File: config.mk
export PLATFORM = sky130hd
export DESIGN_NAME = chunked_comparator
export DESIGN_NICKNAME = d
export VERILOG_FILES = /design/src/rtl/chunked_comparator.sv
export SDC_FILE = /design/constraint.sdc
export NUM_CORES = 1
export LEC_CHECK = 0
export ABC_AREA = 1
export BUFFER_PORTS_ARGS = -buffer_cell sky130_fd_sc_hd__buf_4
export CORE_ASPECT_RATIO = 1.4
export CORE_MARGIN = 2
export CORE_UTILIZATION = 45
export CTS_CLUSTER_SIZE = 14
export DETAILED_ROUTE_END_ITERATION = 8
export HOLD_SLACK_MARGIN = 0.02
export PLACE_DENSITY = 0.79
export SYNTH_ARGS = -nofsm -noshare
export SYNTH_HDL_FRONTEND = slang
export SYNTH_SLANG_ARGS = --single-unit
File: constraint.sdc
create_clock -name clk -period 3 [get_ports clk]
set_input_delay 0.45 -clock clk [delete_from_list [all_inputs] [get_ports clk]]
set_output_delay 0.45 -clock clk [all_outputs]
set_load 0.005 [all_outputs]
File: src/rtl/chunked_comparator.sv
// chunked_comparator: multi-cycle magnitude/equality comparator.
//
// Compares A and B one CHUNK-bit slice per cycle, starting at the most
// significant slice, and stops at the first slice that differs. A single
// transaction is in flight at a time, with valid/ready handshakes on both
// sides. Outputs come from registers only.
//
// Ports:
//   clk          clock, rising edge
//   reset        synchronous active-high reset
//   in_valid     request present
//   in_ready     block can accept a request (IDLE only)
//   A, B         operands
//   opcode       0100 SLT, 0101 SGT, 0110 SLTU, 0111 SGTU, 1000 EQ, 1001 NE
//   out_valid    result available (DONE)
//   out_ready    consumer accepts result
//   Result       boolean result, zero-extended to WIDTH
//   ZeroFlag     high when Result == 0
//   out_illegal  the accepted opcode was not a compare opcode
module chunked_comparator #(
    parameter int unsigned WIDTH = 32,
    parameter int unsigned CHUNK = 8
) (
    input  logic             clk,
    input  logic             reset,
    input  logic             in_valid,
    output logic             in_ready,
    input  logic [WIDTH-1:0] A,
    input  logic [WIDTH-1:0] B,
    input  logic [3:0]       opcode,
    output logic             out_valid,
    input  logic             out_ready,
    output logic [WIDTH-1:0] Result,
    output logic             ZeroFlag,
    output logic             out_illegal
);

    localparam int unsigned NCHUNK = WIDTH / CHUNK;
    localparam int unsigned IDXW   = (NCHUNK > 1) ? $clog2(NCHUNK) : 1;

    localparam logic [IDXW-1:0]  TopIdx  = IDXW'(NCHUNK - 1);
    localparam logic [WIDTH-1:0] MsbMask = WIDTH'(1) << (WIDTH - 1);

    localparam logic [3:0] OpSlt  = 4'b0100;
    localparam logic [3:0] OpSgt  = 4'b0101;
    localparam logic [3:0] OpSltu = 4'b0110;
    localparam logic [3:0] OpSgtu = 4'b0111;
    localparam logic [3:0] OpEq   = 4'b1000;
    localparam logic [3:0] OpNe   = 4'b1001;

    typedef enum logic [1:0] {
        StIdle,
        StScan,
        StDone
    } state_e;

    state_e           state_q, state_d;
    logic [WIDTH-1:0] a_q, a_d;
    logic [WIDTH-1:0] b_q, b_d;
    logic [3:0]       op_q, op_d;
    logic [IDXW-1:0]  idx_q, idx_d;
    logic             res_q, res_d;
    logic             illegal_q, illegal_d;

    logic [CHUNK-1:0] a_sl;
    logic [CHUNK-1:0] b_sl;
    logic             op_legal;
    logic             op_signed;

    // Maps the slice outcome onto the boolean the opcode asks for.
    function automatic logic eval_res(input logic [3:0] op, input logic lt,
                                      input logic gt, input logic eq);
        logic r;
        r = 1'b0;
        case (op)
            OpSlt, OpSltu: r = lt;
            OpSgt, OpSgtu: r = gt;
            OpEq:          r = eq;
            OpNe:          r = ~eq;
            default:       r = 1'b0;
        endcase
        return r;
    endfunction

    assign op_legal  = (opcode >= OpSlt) && (opcode <= OpNe);
    assign op_signed = (opcode == OpSlt) || (opcode == OpSgt);

    assign a_sl = a_q[idx_q*CHUNK +: CHUNK];
    assign b_sl = b_q[idx_q*CHUNK +: CHUNK];

    always_comb begin
        state_d   = state_q;
        a_d       = a_q;
        b_d       = b_q;
        op_d      = op_q;
        idx_d     = idx_q;
        res_d     = res_q;
        illegal_d = illegal_q;

        unique case (state_q)
            StIdle: begin
                if (in_valid) begin
                    // Flipping the sign bit of both operands turns two's-complement
                    // ordering into unsigned ordering, so every slice compares unsigned.
                    a_d       = op_signed ? (A ^ MsbMask) : A;
                    b_d       = op_signed ? (B ^ MsbMask) : B;
                    op_d      = opcode;
                    idx_d     = TopIdx;
                    illegal_d = ~op_legal;
                    state_d   = StScan;
                end
            end
            StScan: begin
                if (illegal_q) begin
                    // Illegal ops spend one cycle here so they share the
                    // single-slice latency.
                    res_d   = 1'b0;
                    state_d = StDone;
                end else if (a_sl != b_sl) begin
                    res_d   = eval_res(op_q, a_sl < b_sl, a_sl > b_sl, 1'b0);
                    state_d = StDone;
                end else if (idx_q == '0) begin
                    res_d   = eval_res(op_q, 1'b0, 1'b0, 1'b1);
                    state_d = StDone;
                end else begin
                    idx_d = idx_q - 1'b1;
                end
            end
            StDone: begin
                if (out_ready) begin
                    state_d = StIdle;
                end
            end
            default: state_d = StIdle;
        endcase
    end

    always_ff @(posedge clk) begin
        if (reset) begin
            state_q   <= StIdle;
            a_q       <= '0;
            b_q       <= '0;
            op_q      <= '0;
            idx_q     <= TopIdx;
            res_q     <= 1'b0;
            illegal_q <= 1'b0;
        end else begin
            state_q   <= state_d;
            a_q       <= a_d;
            b_q       <= b_d;
            op_q      <= op_d;
            idx_q     <= idx_d;
            res_q     <= res_d;
            illegal_q <= illegal_d;
        end
    end

    assign in_ready    = (state_q == StIdle);
    assign out_valid   = (state_q == StDone);
    assign Result      = WIDTH'(res_q);
    assign ZeroFlag    = ~res_q;
    assign out_illegal = illegal_q;

endmodule

After elaboration in Yosys (flattened, before gate mapping)
Cells that the tools add are included.
Storage, ports and cells
  bits in registers: 74
  bits of input ports: 72
  output and inout bits: 36
  logic and storage cells: 65
Operators by class
  add/sub/neg operators: 1
  bitwise operators: 4
  equality and inequality tests: 17
  reduce and logical (&&, ||, !) cells: 12
  muxes and demuxes: 18
  shift operators: 2
  magnitude comparators: 4
Operators with widths (number)
  two-way mux 32 bit: 2
  indexed part select 32 x 6 -> 8 bit: 2
  equality test 4 x 3 -> 1 bit, second input constant: 6
  two-way mux 2 bit: 9
  equality test 4 bit, second input constant: 2
  > comparator 8 bit: 1
  < comparator 8 bit: 1
  != test 2 bit, second input constant: 4
  != test 8 bit: 1
  case mux 2 bit (3 select lines): 1
  AND reduction 5 bit: 1
  greater-or-equal comparator 4 x 3 -> 1 bit, second input constant: 1
  <= comparator 4 bit, second input constant: 1
  logical NOT 2 bit: 2
  two-way mux 1 bit: 4
  != test 4 bit, second input constant: 1
  inverter 1 bit: 4
  case mux 2 bit (2 select lines): 1
  AND reduction 2 bit: 2
  OR reduction 2 bit: 2
  case mux 1 bit (3 select lines): 1
  AND reduction 3 bit: 1
  nonzero test 3 bit: 1
  equality test 2 x 1 -> 1 bit, second input constant: 1
  other kinds (6): 6

Longest topological paths before layout
  depth in word-level cells: 5
  gate-level depth with buffers: 18
  mapped depth without buffers: 16

Worst setup path before layout
Ideal clock, no wire load.
  path type: reg-to-reg
  start: register idx_q[0]
  end: register res_q
  clock period less this slack: 2.049 ns
  data required time: 2.884 ns
  path slack: 0.951 ns
  arrival time: 1.932 ns
  path buffers: 2
  cell stages (with the launch flop): 15
  library setup time: 0.116 ns
  path through: dfxtp_1 buf_2 clkbuf_1 nand2_1 a32o_1 ha_1 nand2_1 inv_2 nand3_2 nor3_4 nand3_2 nand2_1 inv_1 o21ai_1 a21oi_1
Between the ends
  word-level cells in the longest chain between the ends: 5
  elaborated cells between the ends (all ways): 11
  those cells by class: order compare: 2; eq/ne: 1; shift: 2; mux: 3; reduce/logical: 3
Ends and longest elaborated chain
  start, declared: line 61  | logic [IDXW-1:0] idx_q, idx_d;
  start signal, assigned: line 144  | idx_q <= TopIdx;
  start signal, assigned: line 152  | idx_q <= idx_d;
  indexed part select 32 x 6 -> 8 bit, on equally long branches: line 88, 89
  > comparator 8 bit / < comparator 8 bit (equally long branches): line 120  | res_d = eval_res(op_q, a_sl < b_sl, a_sl > b_sl, 1'b0);
  case mux 1 bit (3 select lines): line 75  | case (op)
  two-way mux 1 bit: line 119  | end else if (a_sl != b_sl) begin
  two-way mux 1 bit: line 114  | if (illegal_q) begin
  end signal, assigned: line 153  | res_q <= res_d;
  end, declared: line 62  | logic res_q, res_d;
Several ways; a longest one is shown, not always the timed one.
A chain may end at the register's enable or synchronous reset.

Worst setup path in the final report
  start: register idx_q[1]
  end: register res_q
The elaborated chain is that of the path after synthesis.

==> reports/results.ini <==
[die]
die_h_um = 110
num_rows = 38
ios = 108
core_area_um2 = 7750
start_util = 0.463
die-area_um2 = 8710
fp.dieW_um = 79.5

[yosys]
yosys.area.top_type = dfxtp_1
yosysSeqAreaShare = 0.413
ys_types = 26
syn-cell-area_um2 = 3590
synth_area_per_cell_um2 = 7.18
synth.area.top_cells = dfxtp_1, nor2_1, o21ai_0
yosys.area.top_type_share = 0.413
yosys_warnings = 0
syn_inst = 500
ys_seq_elements = 74

[timing]
fmax_ghz = 0.433
finalSetupTns_ns = 0
maxSlewHeadroom = 0.391
period_share = 0.771
timing.hold.ws_ns = 0.297
final_max_slew_viol_count = 0
worst_slew_pin_slew_ns = 0.912
setup_viol = 0
skew_ns = 0.00681
rsz0062_at_grt = false
setup_ws_ns = 0.688
finalHoldViolations = 0
period_minus_slack_ns = 2.31

[run]
drv_cap = 0

[status]
outcome = completed

[clocking]
cts_setup_buffers = 0
root_buffer = clkbuf_8
cts_resized = 0
cts_tree = done
cts_max_level = 3
clk_pin_slew_worst_paths_ns = 0.07
clk_path_buf_depth = 2
numCtsBuffers = 9
hold_buffers = 0
clock_sinks = 74
clk_latency_ns = 0.35

[placed_design]
dp_slack_ns = 0.705
postPlaceCellArea_um2 = 4060
gp_congestion = 0.834
dp_cells = 648
hpwl_um = 6230
place.port_buffers = 76

[cells_and_area]
n_fill_cell = 763
fin_nets = 640
final_cell_area_um2 = 4260
n_antenna_cell = 0
syn2layout_area_growth_pct = 18.6
final_common_cell = nor2_1
final_cell_count_no_fill = 664
layout.cells.most_common_list = nor2_1, o21ai_0, buf_4
final_core_util = 0.549
drive_gt1_frac = 0.184

[worst_setup_path]
cp-start-kind = register
worstPathRequired_ns = 3.23
cp-end-kind = register
crit_path_max_incr_delay_ns = 0.41
path_class = register to register
worstPathArrival_ns = 2.54
cp_cell_sequence = inv_2 > a21oi_1 > a32o_1 > ha_1 > nand2_1 > inv_2 > nand3_2 > nor3_4 > nand3_2 > nand2_1 > inv_1 > o21ai_1 > a21oi_1
slowest_stage = dfxtp_1
cp_max_fo = 26

[route]
postRouteAntennaNets = 0
post_drt_wl_per_cell_um = 12.7
remaining_drc_errors = 0
firstDrtPassIters = 4
vias = 3238
routed_via_density = 4.88
drt_wl_total_um = 8430
drt_iter0_markers = 169

[power_and_ir_drop]
vdd_ir_drop_max_v = 0.000290
p_leak_nw = 1.93
total_power_mw = 2.45
powerDensity_nw_per_um2 = 576

[global_route]
grt_pass1_wl_um = 13600
grt_pass1_vias = 3081
antenna_found_initial = 0
grt_start_max_net_pins = 71
grt-ovfl-total = 0
grt_util_all_layers = 0.201

[worst_hold_path]
min_path_type = input port to register

[cell families (layout without fill, tap and decap cells)]
logic type	count (synthesis)	count (layout)	share of synthesized area
compound gates	128	128	0.194
xor+xnor	2	2	0.00488
simple gates	203	203	0.228
other cells	1	31	0.00105
buf+inv	83	117	0.128
flops	74	74	0.413
fa+ha+maj	9	9	0.0314
[power breakdown]
part / switching, mW / internal, mW / leakage (nW)
Sequential: 0.0583 / 1.08 / 0.614
Clock: 0.345 / 0.430 / 0.101
Combinational: 0.312 / 0.228 / 1.21
Total: 0.716 / 1.73 / 1.93
[cell usage after synthesis]
library cell	number
nand3_1	3
clkbuf_1	14
o22ai_1	8
nor3_1	1
nand2_4	1
a32o_1	8
nor2_4	1
nand4_2	1
dfxtp_1	74
o21ai_1	2
a21oi_1	22
nor3_4	1
nand3_2	2
nor2_1	146
inv_2	4
o211ai_1	1
inv_1	17
nand2_2	1
conb_1	1
buf_2	13
xor2_1	2
ha_1	9
a21o_1	1
buf_4	35
nand2_1	46
o21ai_0	86
[routing by layer]
layer | share of wire | track usage | vias up
met5 | 0 | 0 | -
met4 | 0.026 | 0.103 | 0
met3 | 0.043 | 0.0304 | 14
met2 | 0.52 | 0.361 | 83
met1 | 0.41 | 0.230 | 1459
li1 | - | - | 1682
[registers in the layout, summed over array words and instances (netlist names)]
register and cells:
idx_q 2, op_q 4, a_q 32, out_illegal 1
b_q 32, res_q 1, state_q 2
[final cells by class]
| cell class | count | area [um2] | area share |
|---|---|---|---|
| clock buffer | 14 | 163 | 0.0382 |
| timing repair buffer | 80 | 613 | 0.144 |
| sequential | 74 | 1480 | 0.348 |
| tap | 100 | 125 | 0.0294 |
| clock inverter | 2 | 35.0 | 0.00823 |
| multi-input combinational | 373 | 1760 | 0.414 |
| inverter | 21 | 78.8 | 0.0185 |
[critical path: cells and delay by family, from the launching register on]
kind	cells	cell delay, ns
AND/OR/NAND/NOR	5	0.54
AO/OA/AOI/OAI	4	0.49
buffers and inverters	3	0.47
flip-flops	1	0.41
adder cells (fa/ha/maj)	1	0.28
[path summary, 6_finish.rpt]
check	endpoint	startpoint	slack (ns)	depth (start not counted)
setup / recovery	res_q	idx_q[1]	0.69	13
hold / removal	state_q[1]	reset	0.30	2
setup reg to reg	res_q	idx_q[1]	0.69	13
hold reg to reg	op_q[3]	op_q[3]	0.48	2
Note: power is estimated with default switching activity, not from simulation.
